## src/rtl/sci_pkg.sv

```systemverilog
// Shared definitions for the serial configuration interface (SCI) blocks:
// receive FSM encoding, default word width and a counter-width helper.
package sci_pkg;

   typedef enum logic {
      SCI_RX_IDLE  = 1'b0,
      SCI_RX_SHIFT = 1'b1
   } sci_rx_state_e;

   localparam int SCI_DATA_WIDTH = 8;

   // Bits needed to count 0..value-1; never less than 1.
   function automatic int clog2(input int value);
      int result;
      result = 1;
      for (int i = 1; i < 31; i++) begin
         if ((1 << i) < value) result = i + 1;
      end
      return result;
   endfunction

endpackage

```

## src/rtl/sci_rx_shift.sv

```systemverilog
// SCI receive shift register and bit counter. Bits enter at the MSB and move
// toward the LSB, so the first bit of a word ends up in bit 0.
module sci_rx_shift
   import sci_pkg::*;
#(
   parameter int DATA_WIDTH = SCI_DATA_WIDTH
) (
   input  logic                  CLK,
   input  logic                  RSTN,
   input  logic                  CLR,
   input  logic                  EN,
   input  logic                  SIN,
   output logic [DATA_WIDTH-1:0] PDATA,
   output logic                  LAST
);

   localparam int CW = clog2(DATA_WIDTH);
   localparam logic [CW-1:0] CNT_LAST = CW'(DATA_WIDTH - 1);

   logic [DATA_WIDTH-1:0] shreg;
   logic [DATA_WIDTH-1:0] base_sh;
   logic [CW-1:0]         cnt;
   logic [CW-1:0]         base_cnt;

   // PDATA is the word including the bit presented this cycle, so the
   // consumer can capture a completed word on the same edge that shifts it.
   // NOTE: every always_comb output gets a value on every path to avoid latches.
   always_comb begin
      base_sh  = CLR ? '0 : shreg;
      base_cnt = CLR ? '0 : cnt;
      PDATA    = {SIN, base_sh[DATA_WIDTH-1:1]};
      LAST     = EN && (base_cnt == CNT_LAST);
   end

   // NOTE: sequential state uses non-blocking assignments only.
   always_ff @(posedge CLK or negedge RSTN) begin
      if (!RSTN) begin
         shreg <= '0;
         cnt   <= '0;
      end else if (EN) begin
         shreg <= PDATA;
         cnt   <= LAST ? '0 : base_cnt + 1'b1;
      end else if (CLR) begin
         shreg <= '0;
         cnt   <= '0;
      end
   end

endmodule

```

## src/rtl/sci_rx_framer.sv

```systemverilog
// SCI receive framer: qualifies serial bits with CSN, assembles LSB-first words
// and presents them on a valid/ready output with sticky short/overrun flags.
module sci_rx_framer
   import sci_pkg::*;
#(
   parameter int DATA_WIDTH = SCI_DATA_WIDTH
) (
   input  logic                  CLK,
   input  logic                  RSTN,
   input  logic                  CSN,
   input  logic                  SI_VALID,
   input  logic                  SI_DATA,
   output logic [DATA_WIDTH-1:0] DOUT,
   output logic                  DOUT_VALID,
   input  logic                  DOUT_READY,
   output logic                  BUSY,
   output logic                  ERR_SHORT,
   output logic                  ERR_OVR,
   input  logic                  ERR_CLR
);

   sci_rx_state_e         state;
   logic                  partial;
   logic                  bit_en;
   logic                  shift_clr;
   logic                  last;
   logic [DATA_WIDTH-1:0] pdata;
   logic                  short_set;
   logic                  ovr_set;
   logic                  load;

   assign bit_en    = SI_VALID && !CSN;
   assign shift_clr = (state == SCI_RX_IDLE) || CSN;
   assign short_set = (state == SCI_RX_SHIFT) && CSN && partial;
   assign load      = last && (!DOUT_VALID || DOUT_READY);
   assign ovr_set   = last && DOUT_VALID && !DOUT_READY;

   sci_rx_shift #(
      .DATA_WIDTH (DATA_WIDTH)
   ) u_shift (
      .CLK   (CLK),
      .RSTN  (RSTN),
      .CLR   (shift_clr),
      .EN    (bit_en),
      .SIN   (SI_DATA),
      .PDATA (pdata),
      .LAST  (last)
   );

   // partial tracks "some bits of the current word already accepted", which
   // is what decides a short frame when CSN rises.
   always_ff @(posedge CLK or negedge RSTN) begin
      if (!RSTN) begin
         state   <= SCI_RX_IDLE;
         BUSY    <= 1'b0;
         partial <= 1'b0;
      end else begin
         case (state)
            SCI_RX_IDLE: begin
               if (!CSN) begin
                  state   <= SCI_RX_SHIFT;
                  BUSY    <= 1'b1;
                  partial <= bit_en;
               end
            end
            SCI_RX_SHIFT: begin
               if (CSN) begin
                  state   <= SCI_RX_IDLE;
                  BUSY    <= 1'b0;
                  partial <= 1'b0;
               end else if (bit_en) begin
                  partial <= !last;
               end
            end
            default: begin
               state   <= SCI_RX_IDLE;
               BUSY    <= 1'b0;
               partial <= 1'b0;
            end
         endcase
      end
   end

   // A refill in the accept cycle keeps DOUT_VALID high with the new word.
   always_ff @(posedge CLK or negedge RSTN) begin
      if (!RSTN) begin
         DOUT       <= '0;
         DOUT_VALID <= 1'b0;
      end else if (load) begin
         DOUT       <= pdata;
         DOUT_VALID <= 1'b1;
      end else if (DOUT_VALID && DOUT_READY) begin
         DOUT_VALID <= 1'b0;
      end
   end

   // Set has priority over a coincident clear.
   always_ff @(posedge CLK or negedge RSTN) begin
      if (!RSTN) begin
         ERR_SHORT <= 1'b0;
         ERR_OVR   <= 1'b0;
      end else begin
         if (short_set)    ERR_SHORT <= 1'b1;
         else if (ERR_CLR) ERR_SHORT <= 1'b0;
         if (ovr_set)      ERR_OVR   <= 1'b1;
         else if (ERR_CLR) ERR_OVR   <= 1'b0;
      end
   end

endmodule

```

## config.mk

```make
export PLATFORM = sky130hd
export DESIGN_NAME = sci_rx_framer
export DESIGN_NICKNAME = d
export VERILOG_FILES = /design/src/rtl/sci_pkg.sv /design/src/rtl/sci_rx_shift.sv /design/src/rtl/sci_rx_framer.sv
export SDC_FILE = /design/constraint.sdc
export NUM_CORES = 1
export LEC_CHECK = 0
export CAP_MARGIN = 20
export CORE_MARGIN = 2
export CORE_UTILIZATION = 46
export CTS_CLUSTER_DIAMETER = 30
export DETAILED_ROUTE_END_ITERATION = 12
export PLACE_DENSITY = 0.85
export RECOVER_POWER = 25
export SYNTH_ARGS = -nofsm -noshare
export SYNTH_HDL_FRONTEND = slang
export SYNTH_SLANG_ARGS = --single-unit
```

## constraint.sdc

```tcl
create_clock -name CLK -period 2 [get_ports CLK]
set_input_delay 0.4 -clock CLK [delete_from_list [all_inputs] [get_ports CLK]]
set_output_delay 0.4 -clock CLK [all_outputs]
set_load 0.01 [all_outputs]
```

==> metrics.yaml <==
outcome:
  status: "completed"
pwr:
  netSwitchingPower_uw: 182
  vdd_ir_drop_max_v: 0.000377
  p_leak_nw: 0.656
  power.share.sequential_pct: 63.4
  power_density_mw_per_mm2: 563
  sw_frac_of_total_pct: 22.9
  p_clk_share_pct: 25.9
  p_int_uw: 613
  total_power_uw: 794
  power_frac_comb_pct: 10.7
place:
  io_buffers: 18
  gp_congestion: 0.758
  preCtsSetupSlack_ps: -362
  hpwl_um: 1470
  place_area_mm2: 0.00138
clock_tree:
  root_buffer: "clkbuf_4"
  clock_sinks: 24
  clock_latency_ps: 300
  clock_path_buffers: 2
  cts_tree: "built"
  htreeDepth: 1
  clk_pin_slew_worst_paths_ps: 120
  cts_buffers: 3
synthesis:
  synth_area_mm2: 0.00113
  synth_enable_flop_cells: 0
  seq_area_frac_synth_pct: 53.2
  ys.flop_type: "dfrtp_1"
  synth.distinct_cells: 24
  synth_area_leaders: "dfrtp_1, nand2_1, mux2i_1, ha_1, a21boi_1"
  post-synth-top-count-cell: "nand2_1"
  async_flop_share_pct: 100
  yosys.area.top_type_share_pct: 53.2
  synthesis.nets: 115
  syn_area_per_cell_um2: 11.0
  synth_cells: 103
  synth_top_area_cell: "dfrtp_1"
  ys_warn_count: 0
  synth_common_cells: "nand2_1, dfrtp_1, inv_1"
  synth-seq-cells: 24
timing:
  rsz0062_at_grt: "false"
  finClkSkew_ps: 3.09
  fmax_mhz: 512
  tightestPinTransition_ps: 1260
  hold_viol_final: 0
  min_period_ps: 1950
  setup_slack_ps: 48.1
  period_share_pct: 97.6
  relSlewSlack_pct: 16.3
  setup_viol: 0
  drv_slew: 0
die:
  coreArea_mm2: 0.00228
  initial_utilization_pct: 49.6
  io_pins: 19
  die_x_um: 53.5
  fp.dieH_um: 53.5
  rows: 17
  dieArea_mm2: 0.00287
global_routing:
  first_global_vias: 823
  met3_usage_pct: 2.78
  grt.overflow.total: 0
  grt_pass1_wl_um: 3440
  top_usage_layer: "met2"
  grt_util_met1_pct: 20.5
  grt_max_degree: 25
  grt.total_usage_pct: 17.1
  gr-usage-met2_pct: 29.0
  antenna_found_initial: 0
drt:
  wl_um: 1950
  vias: 770
  viasPerCell: 4.90
  ant_nets: 0
  dr.pass1.iters: 4
  wl_per_cell_um: 12.4
  first_iter_violations: 9
  drc: 0
finish:
  area_growth_pct: 24.9
  diodes: 0
  design_area_mm2: 0.00141
  final_nets: 143
  postLayoutCoreUtil_pct: 62.0
  drive_gt1_share_pct: 16.3
setup_path:
  critical_path.most_common_cell: "ha_2"
  worst-setup-path-type: "in2reg"
  reg2reg_depth: 7
  path_cells: "clkdlybuf4s50_1, inv_1, ha_2, and2_1, ha_1, ha_2, and3_4, mux2_4"
  crit_path_end_kind: "register"
  max_stage_delay_ps: 470
  crit_fanout: 4
  cp.required_ps: 2210
  crit_slowest_cell: "clkdlybuf4s50_1"
  cp.arrival_ps: 2160
  cp-start-kind: "input port"
hold_path:
  min_path_type: "reg2reg"
  hold_depth: 2
job:
  max-cap-violations: 0
==> worst paths after layout <==
| kind | end | slack [ps] | startpoint |
|---|---|---|---|
| hold / removal | ERR_SHORT | 520 | partial |
| hold reg to reg | ERR_SHORT | 520 | partial |
| max in group asynchronous | u_shift.cnt[0] | 400 | RSTN |
| setup reg to reg | DOUT[3] | 200 | state |
| min in group asynchronous | BUSY | 860 | RSTN |
| setup / recovery | DOUT[7] | 50 | CSN |
==> worst max-delay path, delay by kind of cell <==
kind | cells | cell delay [ps]
simple gates | 2 | 330
mux | 1 | 290
fa+ha+maj | 3 | 600
buf+inv | 2 | 530
==> logic make-up after synthesis <==
kind of cell             after synthesis  share of synthesized area (%)
AO/OA/AOI/OAI                         12                           7.43
multiplexers                          10                           9.87
AND/OR/NAND/NOR                       36                           16.0
flip-flops                            24                           53.2
buffers and inverters                 15                           7.21
XOR/XNOR                               1                          0.776
adder cells (fa/ha/maj)                5                           5.54
==> cells in the final DEF, fill, tap and decap left out <==
cell,instances
a21boi_1,6
a21oi_2,1
a31oi_1,1
and2_1,2
and2_4,1
and3_4,1
buf_12,1
buf_4,7
clkbuf_1,1
clkbuf_4,3
clkdlybuf4s50_1,17
dfrtp_1,24
dlygate4sd3_1,1
ha_1,3
ha_2,2
inv_1,11
mux2_2,1
mux2_4,2
mux2i_1,7
nand2_1,27
nand2b_1,1
nand2b_4,1
nand3b_1,2
nor2b_4,1
o21ai_0,2
o21bai_1,1
o22ai_1,1
xnor2_1,1
==> what timing repair did <==
item                                    4_1_cts  5_1_grt
hold buffers                                  0        0
buffers inserted                              0        0
endpoints found under the setup margin        2        8
resized for setup                             1        2
pin swaps                                     0        0
==> metrics by stage <==
step | std cells | setup TNS (ps) | hold slack, ps
after global routing | 157 | 0 | 544
after detailed placement | 154 | -3730 | 499
final | 157 | 0 | 521
after global placement | 154 | -2760 | 471
after CTS | 157 | 0 | 434
after floorplan | 103 | 0 | 104
==> routing by layer <==
metal	share of wire, %	up-vias
li1	-	383
met1	46	373
met2	50	12
met3	2.9	2
met4	0.98	0
met5	0	-
==> registers in the layout, indices dropped and copies added, names as in the netlist <==
register       flops
BUSY               1
DOUT               8
DOUT_VALID         1
ERR_OVR            1
ERR_SHORT          1
partial            1
state              1
u_shift.cnt        3
u_shift.shreg      7
==> power groups by stage <==
stage               clock [mW]  sequential, mW  combinational, mW
floorplan                    0           0.514             0.0365
global placement             0           0.512             0.0844
detailed placement           0           0.513             0.0873
CTS                      0.213           0.504             0.0877
global route             0.231           0.505             0.0948
finish                   0.206           0.504             0.0846
==> layout make-up <==
class                   instances  area (um^2)
clock buffers                   3         22.5
fillers                       184          866
inverters                      11         41.3
multi-input cells              64          454
flip-flops and latches         24          601
well taps                      28         35.0
repair buffers                 27          256
(Power assumes the default switching activity.)
